--- src/rtl/rsa_mp_mult_seq_pkg.sv ---
// Shared definitions for the multi-precision multiplier: word width, multiplier latency, FSM states.
// Latency: n/a (definitions only).
// Backpressure: n/a.
package rsa_mp_mult_seq_pkg;

    localparam int WORD_W   = 32;
    localparam int MULT_LAT = 2;

    typedef enum logic [1:0] {
        ST_IDLE  = 2'd0,
        ST_RUN   = 2'd1,
        ST_DRAIN = 2'd2,
        ST_DONE  = 2'd3
    } state_t;

    // Counter width able to index 0..n-1, never narrower than one bit.
    function automatic int cnt_w(input int n);
        return (n <= 2) ? 1 : $clog2(n);
    endfunction

endpackage

--- src/rtl/rsa_mp_mult_seq_mult.sv ---
// 32x32->64 unsigned multiplier with registered inputs and output (Gowin_MULT behaviour).
// Latency: operands presented in cycle c give dout in cycle c+2 while ce is held high.
// Backpressure: none; ce freezes every pipeline register, sync reset clears them.
// Ports: clk, reset (sync, high), ce, a/b (32b operands), dout (64b product).
module rsa_mp_mult_seq_mult (
    input  logic        clk,
    input  logic        reset,
    input  logic        ce,
    input  logic [31:0] a,
    input  logic [31:0] b,
    output logic [63:0] dout
);

    logic [31:0] a_q;
    logic [31:0] b_q;

    always_ff @(posedge clk) begin
        if (reset) begin
            a_q  <= '0;
            b_q  <= '0;
            dout <= '0;
        end else if (ce) begin
            a_q  <= a;
            b_q  <= b;
            dout <= {32'd0, a_q} * {32'd0, b_q};
        end
    end

endmodule

--- src/rtl/rsa_mp_mult_seq.sv ---
// Operand-scanning multi-precision multiplier: product = op_a * op_b over NW 32-bit words.
// Latency: start accepted in cycle 0 -> done pulse in cycle NW*NW+3; busy over cycles 1..NW*NW+3.
// Backpressure: start is only taken in IDLE; it is ignored while busy (including the DONE cycle).
// Ports: clk, reset (sync, high), start, op_a/op_b (NW words, sampled on accept),
//        busy, done (1-cycle pulse), product (2*NW words, held until the next accept).
module rsa_mp_mult_seq
    import rsa_mp_mult_seq_pkg::*;
#(
    parameter int NW = 4
) (
    input  logic                     clk,
    input  logic                     reset,
    input  logic                     start,
    input  logic [NW*WORD_W-1:0]     op_a,
    input  logic [NW*WORD_W-1:0]     op_b,
    output logic                     busy,
    output logic                     done,
    output logic [2*NW*WORD_W-1:0]   product
);

    localparam int CNT_W = cnt_w(NW);
    localparam int IDX_W = cnt_w(2 * NW);
    localparam int DRN_W = cnt_w(MULT_LAT);

    localparam logic [CNT_W-1:0] LAST_IDX = CNT_W'(NW - 1);
    localparam logic [DRN_W-1:0] DRN_LAST = DRN_W'(MULT_LAT - 1);

    state_t              state;
    state_t              state_nxt;
    logic                accept;
    logic                issue;
    logic                mult_ce;
    logic                last_issue;

    logic [CNT_W-1:0]    i_cnt;
    logic [CNT_W-1:0]    j_cnt;
    logic [DRN_W-1:0]    drn_cnt;

    logic [WORD_W-1:0]   a_w [NW];
    logic [WORD_W-1:0]   b_w [NW];
    logic [WORD_W-1:0]   p_w [2*NW];
    logic [WORD_W-1:0]   carry;

    logic [WORD_W-1:0]   mult_a;
    logic [WORD_W-1:0]   mult_b;
    logic [2*WORD_W-1:0] mult_dout;

    // Issue tags riding alongside the multiplier pipeline.
    logic                s1_vld, s2_vld;
    logic [CNT_W-1:0]    s1_i, s2_i;
    logic [CNT_W-1:0]    s1_j, s2_j;
    logic                s1_last, s2_last;

    logic [IDX_W-1:0]    lo_idx;
    logic [IDX_W-1:0]    hi_idx;
    logic [2*WORD_W-1:0] acc_t;

    assign last_issue = (i_cnt == LAST_IDX) && (j_cnt == LAST_IDX);

    // ---------------------------------------------------------------- FSM
    always_ff @(posedge clk) begin
        if (reset) begin
            state <= ST_IDLE;
        end else begin
            state <= state_nxt;
        end
    end

    always_comb begin
        state_nxt = state;
        accept    = 1'b0;
        issue     = 1'b0;
        mult_ce   = 1'b0;
        busy      = 1'b1;
        done      = 1'b0;
        case (state)
            ST_IDLE: begin
                busy = 1'b0;
                if (start) begin
                    accept    = 1'b1;
                    state_nxt = ST_RUN;
                end
            end
            ST_RUN: begin
                issue   = 1'b1;
                mult_ce = 1'b1;
                if (last_issue) begin
                    state_nxt = ST_DRAIN;
                end
            end
            ST_DRAIN: begin
                // ce must stay high so the multiplier output register captures the tail.
                mult_ce = 1'b1;
                if (drn_cnt == DRN_LAST) begin
                    state_nxt = ST_DONE;
                end
            end
            ST_DONE: begin
                done      = 1'b1;
                state_nxt = ST_IDLE;
            end
            default: begin
                state_nxt = ST_IDLE;
            end
        endcase
    end

    // ---------------------------------------------------------------- counters
    always_ff @(posedge clk) begin
        if (reset || accept) begin
            i_cnt   <= '0;
            j_cnt   <= '0;
            drn_cnt <= '0;
        end else begin
            if (issue) begin
                if (j_cnt == LAST_IDX) begin
                    j_cnt <= '0;
                    i_cnt <= i_cnt + CNT_W'(1);
                end else begin
                    j_cnt <= j_cnt + CNT_W'(1);
                end
            end
            drn_cnt <= (state == ST_DRAIN) ? drn_cnt + DRN_W'(1) : '0;
        end
    end

    // Operands are plain data registers; only accept loads them.
    always_ff @(posedge clk) begin
        if (accept) begin
            for (int k = 0; k < NW; k++) begin
                a_w[k] <= op_a[k*WORD_W +: WORD_W];
                b_w[k] <= op_b[k*WORD_W +: WORD_W];
            end
        end
    end

    // ---------------------------------------------------------------- multiplier
    assign mult_a = a_w[i_cnt];
    assign mult_b = b_w[j_cnt];

    rsa_mp_mult_seq_mult u_mult (
        .clk   (clk),
        .reset (reset),
        .ce    (mult_ce),
        .a     (mult_a),
        .b     (mult_b),
        .dout  (mult_dout)
    );

    always_ff @(posedge clk) begin
        if (reset) begin
            s1_vld  <= 1'b0;
            s2_vld  <= 1'b0;
            s1_i    <= '0;
            s2_i    <= '0;
            s1_j    <= '0;
            s2_j    <= '0;
            s1_last <= 1'b0;
            s2_last <= 1'b0;
        end else begin
            s1_vld  <= issue;
            s1_i    <= i_cnt;
            s1_j    <= j_cnt;
            s1_last <= (j_cnt == LAST_IDX);
            s2_vld  <= s1_vld;
            s2_i    <= s1_i;
            s2_j    <= s1_j;
            s2_last <= s1_last;
        end
    end

    // ---------------------------------------------------------------- accumulate
    // Worst case (2^32-1) + (2^32-1)^2 + (2^32-1) = 2^64-1, so 64 bits never overflow.
    assign lo_idx = IDX_W'(s2_i) + IDX_W'(s2_j);
    assign hi_idx = IDX_W'(s2_i) + IDX_W'(NW);
    assign acc_t  = {32'd0, p_w[lo_idx]} + mult_dout + {32'd0, carry};

    always_ff @(posedge clk) begin
        if (reset || accept) begin
            for (int k = 0; k < 2*NW; k++) begin
                p_w[k] <= '0;
            end
            carry <= '0;
        end else if (s2_vld) begin
            p_w[lo_idx] <= acc_t[WORD_W-1:0];
            if (s2_last) begin
                // Row end: the carry becomes the row's top word (still zero before this write).
                p_w[hi_idx] <= acc_t[2*WORD_W-1:WORD_W];
                carry       <= '0;
            end else begin
                carry       <= acc_t[2*WORD_W-1:WORD_W];
            end
        end
    end

    genvar g;
    for (g = 0; g < 2*NW; g++) begin : g_prod
        assign product[g*WORD_W +: WORD_W] = p_w[g];
    end

endmodule

--- config.mk ---
export PLATFORM = sky130hd
export DESIGN_NAME = rsa_mp_mult_seq
export DESIGN_NICKNAME = d
export VERILOG_FILES = /design/src/rtl/rsa_mp_mult_seq_pkg.sv /design/src/rtl/rsa_mp_mult_seq_mult.sv /design/src/rtl/rsa_mp_mult_seq.sv
export SDC_FILE = /design/constraint.sdc
export NUM_CORES = 2
export LEC_CHECK = 0
export BUFFER_PORTS_ARGS = -buffer_cell sky130_fd_sc_hd__buf_2
export CAP_MARGIN = 20
export CORE_UTILIZATION = 59
export DETAILED_ROUTE_END_ITERATION = 16
export PLACE_DENSITY = 0.84
export SYNTH_ARGS = -nofsm -noshare
export SYNTH_HDL_FRONTEND = slang
export SYNTH_HIERARCHICAL = 1
export SYNTH_SLANG_ARGS = --single-unit
--- constraint.sdc ---
create_clock -name clk -period 32.2 [get_ports clk]
set_input_delay 1.61 -clock clk [delete_from_list [all_inputs] [get_ports clk]]
set_output_delay 1.61 -clock clk [all_outputs]
set_load 0.01 [all_outputs]
; After elaboration in Yosys (flattened, before gate mapping)
; Memories as Yosys holds them, arrays and structs flattened. A register that Yosys moved wholly into a read port is not among the register bits.
; Cells that the tools add are included.
[word_totals]
elab_cells = 72
in_bits = 259
ram_bits = 512
mem_count = 3
reg_bits = 115
out_inout_bits = 258
[memory_table]
columns = memory, words, word_bits, rd, rd_ports_with_merged_regs, write_ports, line_no
row1 = p_w, 8, 32, 9, 0, 8, rsa_mp_mult_seq.sv:41  ; logic [WORD_W-1:0] p_w [2*NW];
row2 = a_w, 4, 32, 1, 1, 4, rsa_mp_mult_seq.sv:39  ; logic [WORD_W-1:0] a_w [NW];
row3 = b_w, 4, 32, 1, 1, 4, rsa_mp_mult_seq.sv:40  ; logic [WORD_W-1:0] b_w [NW];
[classes]
addsub = 7
mul = 1
eq_ne = 8
n_bitwise = 1
mux = 29
n_reduce_logical = 9
[ops]
columns = operator, n
row1 = 2-to-1 mux 32 bit, 3
row2 = adder 32 x 64 -> 64 bit, 1
row3 = adder 64 x 32 -> 64 bit, 1
row4 = multiplier 32 x 32 -> 64 bit, 1
row5 = OR reduction 32 bit, 2
row6 = 2-to-1 mux 1 bit, 19
row7 = equality test 2 bit (second input constant), 4
row8 = 2-to-1 mux 2 bit, 4
row9 = case mux 2 bit (4 select lines), 1
row10 = 2-to-1 mux 3 bit, 2
row11 = != test 2 bit (second input constant), 3
row12 = adder 2 x 1 -> 2 bit (second input constant), 2
row13 = OR reduction 2 bit, 2
row14 = adder 2 x 2 -> 3 bit, 1
row15 = adder 2 x 3 -> 3 bit (second input constant), 1
row16 = AND reduction 3 bit, 1
row17 = equality test 2 x 1 -> 1 bit (second input constant), 1
row18 = logical NOT 2 bit, 1
row19 = AND reduction 2 bit, 1
row20 = adder 1 bit (second input constant), 1
row21 = logical AND 1 bit, 1
row22 = logical OR 1 bit, 1
row23 = inverter 1 bit, 1

; Logic depth before layout (Yosys ltp)
[logic_depth]
depth_word = 7
mapped_depth = 29
depth_no_buf = 28

; Cells and area by module
; The synthesis kept the hierarchy.
[modules_own_cells]
columns = module, cells_each, n_inst, area_each_um2
row1 = rsa_mp_mult_seq_mult, 4138, 1, 37791.2
row2 = rsa_mp_mult_seq, 1741, 1, 24955.2

; Worst setup path after synthesis
; No wires, ideal clock.
[synth_timing]
path_type = input to register
start = input start
end = memory p_w[4][0] (enable)
path_slack_ps = 17743
path_stages = 5
arrival_ps = 14027
path_cell_list = inv_1 > nor2_1 > nor2_1 > clkbuf_1 > o211ai_1
[synth_rtl]
columns = item, line_no
row1 = start: declaration, rsa_mp_mult_seq.sv:13  ; input logic start,
row2 = end: declaration, rsa_mp_mult_seq.sv:41

; Worst setup path after layout
[layout_timing]
start = register u_mult.a_q[20] (read register of a_w)
end = register u_mult.dout[62]
[layout_between]
elab_chain_cells = 1
[layout_rtl]
columns = item, line_no
row1 = start: declaration, rsa_mp_mult_seq_mult.sv:14  ; logic [31:0] a_q;
row2 = multiplier 32 x 32 -> 64 bit, rsa_mp_mult_seq_mult.sv:25  ; dout <= {32'd0, a_q} * {32'd0, b_q};
row3 = end signal: assignment, rsa_mp_mult_seq_mult.sv:25
row4 = end: declaration, rsa_mp_mult_seq_mult.sv:11  ; output logic [63:0] dout
; No other way between the ends.
; A chain may end at the register's enable or synchronous reset.

==> run metrics <==
outcome=finished, violations left; failing checks=DRC; clk_lat worst skew=0.71 ns; Max Cap Viol=0; post-layout net count=7701; CTS Buf Count=76; Starting Density=59.5%; CTS tree=done; Worst R2R Path Depth=25; Fmax=117 MHz; Mapped Cells=5879; hold_sp=s1_j[1]; flops & latches, synth=695; final hold vios=0; critical path startpoint category=flop; syn nets=7371; Seq pwr share=23.7%; CP Launch Point=u_mult/a_q[20]; core area=105000 µm²; die boundary height=328 µm; dpl hpwl=135 mm; post-synthesis sequential area ratio=30.3%; Longest Clk Path Bufs=3; largest net degree at the start of global routing=87; commonest non-fill, non-tap cell in the layout=fa_1; Cell variety after synth=82; Worst Max-Slew Pin Slew=1.33 ns; CP Max Fanout=18; Layout Area Growth over Synthesis=10.7%; Clock transition at path regs=0.07 ns; switching share of power=48.2%; H-tree depth=3; fin crit period=8.58 ns; Clock Power Share=16.6%; worst clock skew=0.0597 ns; input/output buffers=516; logic gate share of total power=59.7%; Main synth FF type=edfxtp_1; ys async rst share=0%; Final TNS setup=0 ns; fin crit share=26.7%; internal power=2.96 mW; Worst slew margin=10.8%; commonest cells after routing, fill and taps aside=930 x fa_1, 896 x inv_1, 602 x and2_1; number of synthesized flops with an enable pin=512; Hold WS=0.423 ns; Cell Area, Synth=62700 µm²; root buf cell=clkbuf_16; Hold-fix buffers, CTS=0; Horiz. Die Dim=328 µm; DRT antenna net count=0; Hold Crit Class=reg2reg; I/O Pins=517; Avg WL per Cell=23.6 µm; share of cells above drive strength 1=13.6%; reg-to-reg critical path startpoint=u_mult/a_q[20]; GRT Util Overall=33.8%; first-pass GRT wire length=277 mm; Worst EP required=32.73 ns; initial antenna violation count=6; Crit-path slowest cell=dfxtp_1; Avg Cell Area, Syn=10.7 µm²; post-CTS setup buffers=0; kind of critical path=reg2reg; vias in the first global route=49400; row count=119; RD Place Congestion=0.989; leakage=31.2 nW; grt ovf=0; crit-path leading delay family=adder cells; most used cell, CP=fa_1; Max rail drop VDD=0.0000848 V; Data arrival, critical path=9.12 ns; DR pass1 iterations=13; hold depth=1; RSZ-0062 raised after global routing=false; Power Dens Cells=82.4 nW/µm²; Bufs and invs on worst path=6; Via density=6.11; Final Slew Violations=0; Crit path largest cell delay=0.86 ns; Final setup viols=0; initial drt markers=4991; Crit. End Element=flop; Total Die Area=108000 µm²; Psw=2.75 mW; total number of vias=46800; top cell type's share of synthesized area=29.7%; PostCTS Resize Cnt=0; cell taking the most area after synthesis=fa_1; Levels on crit path=25; routed wire length=181 mm; Area contributors post-synth=fa_1 30%, edfxtp_1 25%, ha_1 6.0%; DRC violations left=40; CTS Sinks=695; synthesis warning total=6
## registers in the layout, indices dropped and copies added (netlist names), 2 cells and up, named ones only
register / cells
j_cnt: 2
s2_i: 2
carry: 32
p_w: 256
a_w: 128
s2_j: 2
u_mult/a_q: 32
state: 2
u_mult/b_q: 32
b_w: 128
i_cnt: 2
u_mult/dout: 64
s1_j: 2
s1_i: 2
## per-layer routing
layer	track usage, %	share of wire [%]	up-vias
met2	54.0	47	3106
met1	42.2	35	23200
met3	7.16	11	829
li1	-	-	19700
met5	0	0.012	-
met4	20.8	7.1	4
## cells in the mapped netlist, types with 10 or more instances
master and n:
and2_1 602, o21ai_0 78, inv_1 896, buf_1 22, mux4_2 64, nand2_1 580
a21o_1 47, nor3_1 22, nand4_1 66, o211ai_1 17, a21oi_1 125, xnor2_1 69
nor2_1 335, buf_2 14, or3_1 12, xor2_1 48, a211oi_1 17, dfxtp_1 183
clkbuf_1 329, edfxtp_1 512, o21a_1 14, nor2b_1 18, nand3_1 37, o22ai_1 131
and3_1 22, o2111ai_1 10, fa_1 930, ha_1 303, mux2i_1 106, a22oi_1 125
o21bai_1 14
## cell families (layout without fill, tap and decap cells)
logic type / count (synthesis) / after routing / share of synthesized area [%]
xor+xnor: 117 / 117 / 1.63
flops: 695 / 695 / 30.3
mux: 171 / 171 / 4.01
compound gates: 659 / 659 / 7.01
simple gates: 1741 / 1741 / 13.7
buf+inv: 1263 / 1657 / 7.59
other cells: 0 / 3 / 0
fa+ha+maj: 1233 / 1233 / 35.7
## worst paths after layout
kind / end / slack [ns]
max: u_mult/dout[62] / 23.62
min: s2_j[1] / 0.42
max reg2reg: u_mult/dout[62] / 23.62
min reg2reg: s2_j[1] / 0.42
## through the flow
stage          instances  cell area [µm²]  utilization, %  total power [mW]  setup slack [ns]
6_report            7667            69400            65.9              5.72             23.62
2_1_floorplan       5879            62700               -              3.64             17.74
5_1_grt             7664            69400            65.9              6.07             23.25
4_1_cts             7654            69200            65.7              5.65             23.57
3_3_place_gp        7511            66500            63.0              4.57             23.69
3_5_place_dp        7512            66500            63.1              4.68             23.62
## final cells by class
cell class	count	area, µm²
Inverter	897	3370
Clock buffer	91	1990
Multi-Input combinational cell	3921	39000
Sequential cell	695	19000
Fill cell	7791	36000
Clock inverter	51	754
Tap cell	1391	1740
Timing Repair Buffer	618	3500
Antenna cell	3	7.51
## power by group through the flow
stage                     Sequential [mW]  Combinational (mW)  Clock (mW)
final                                1.36                3.41       0.951
after CTS                            1.37                3.32       0.958
after floorplan                      1.37                2.27           0
after global placement               1.38                3.19           0
after detailed placement             1.39                3.29           0
after global routing                 1.37                3.71       0.992
Power figures use the tool's default switching activity.
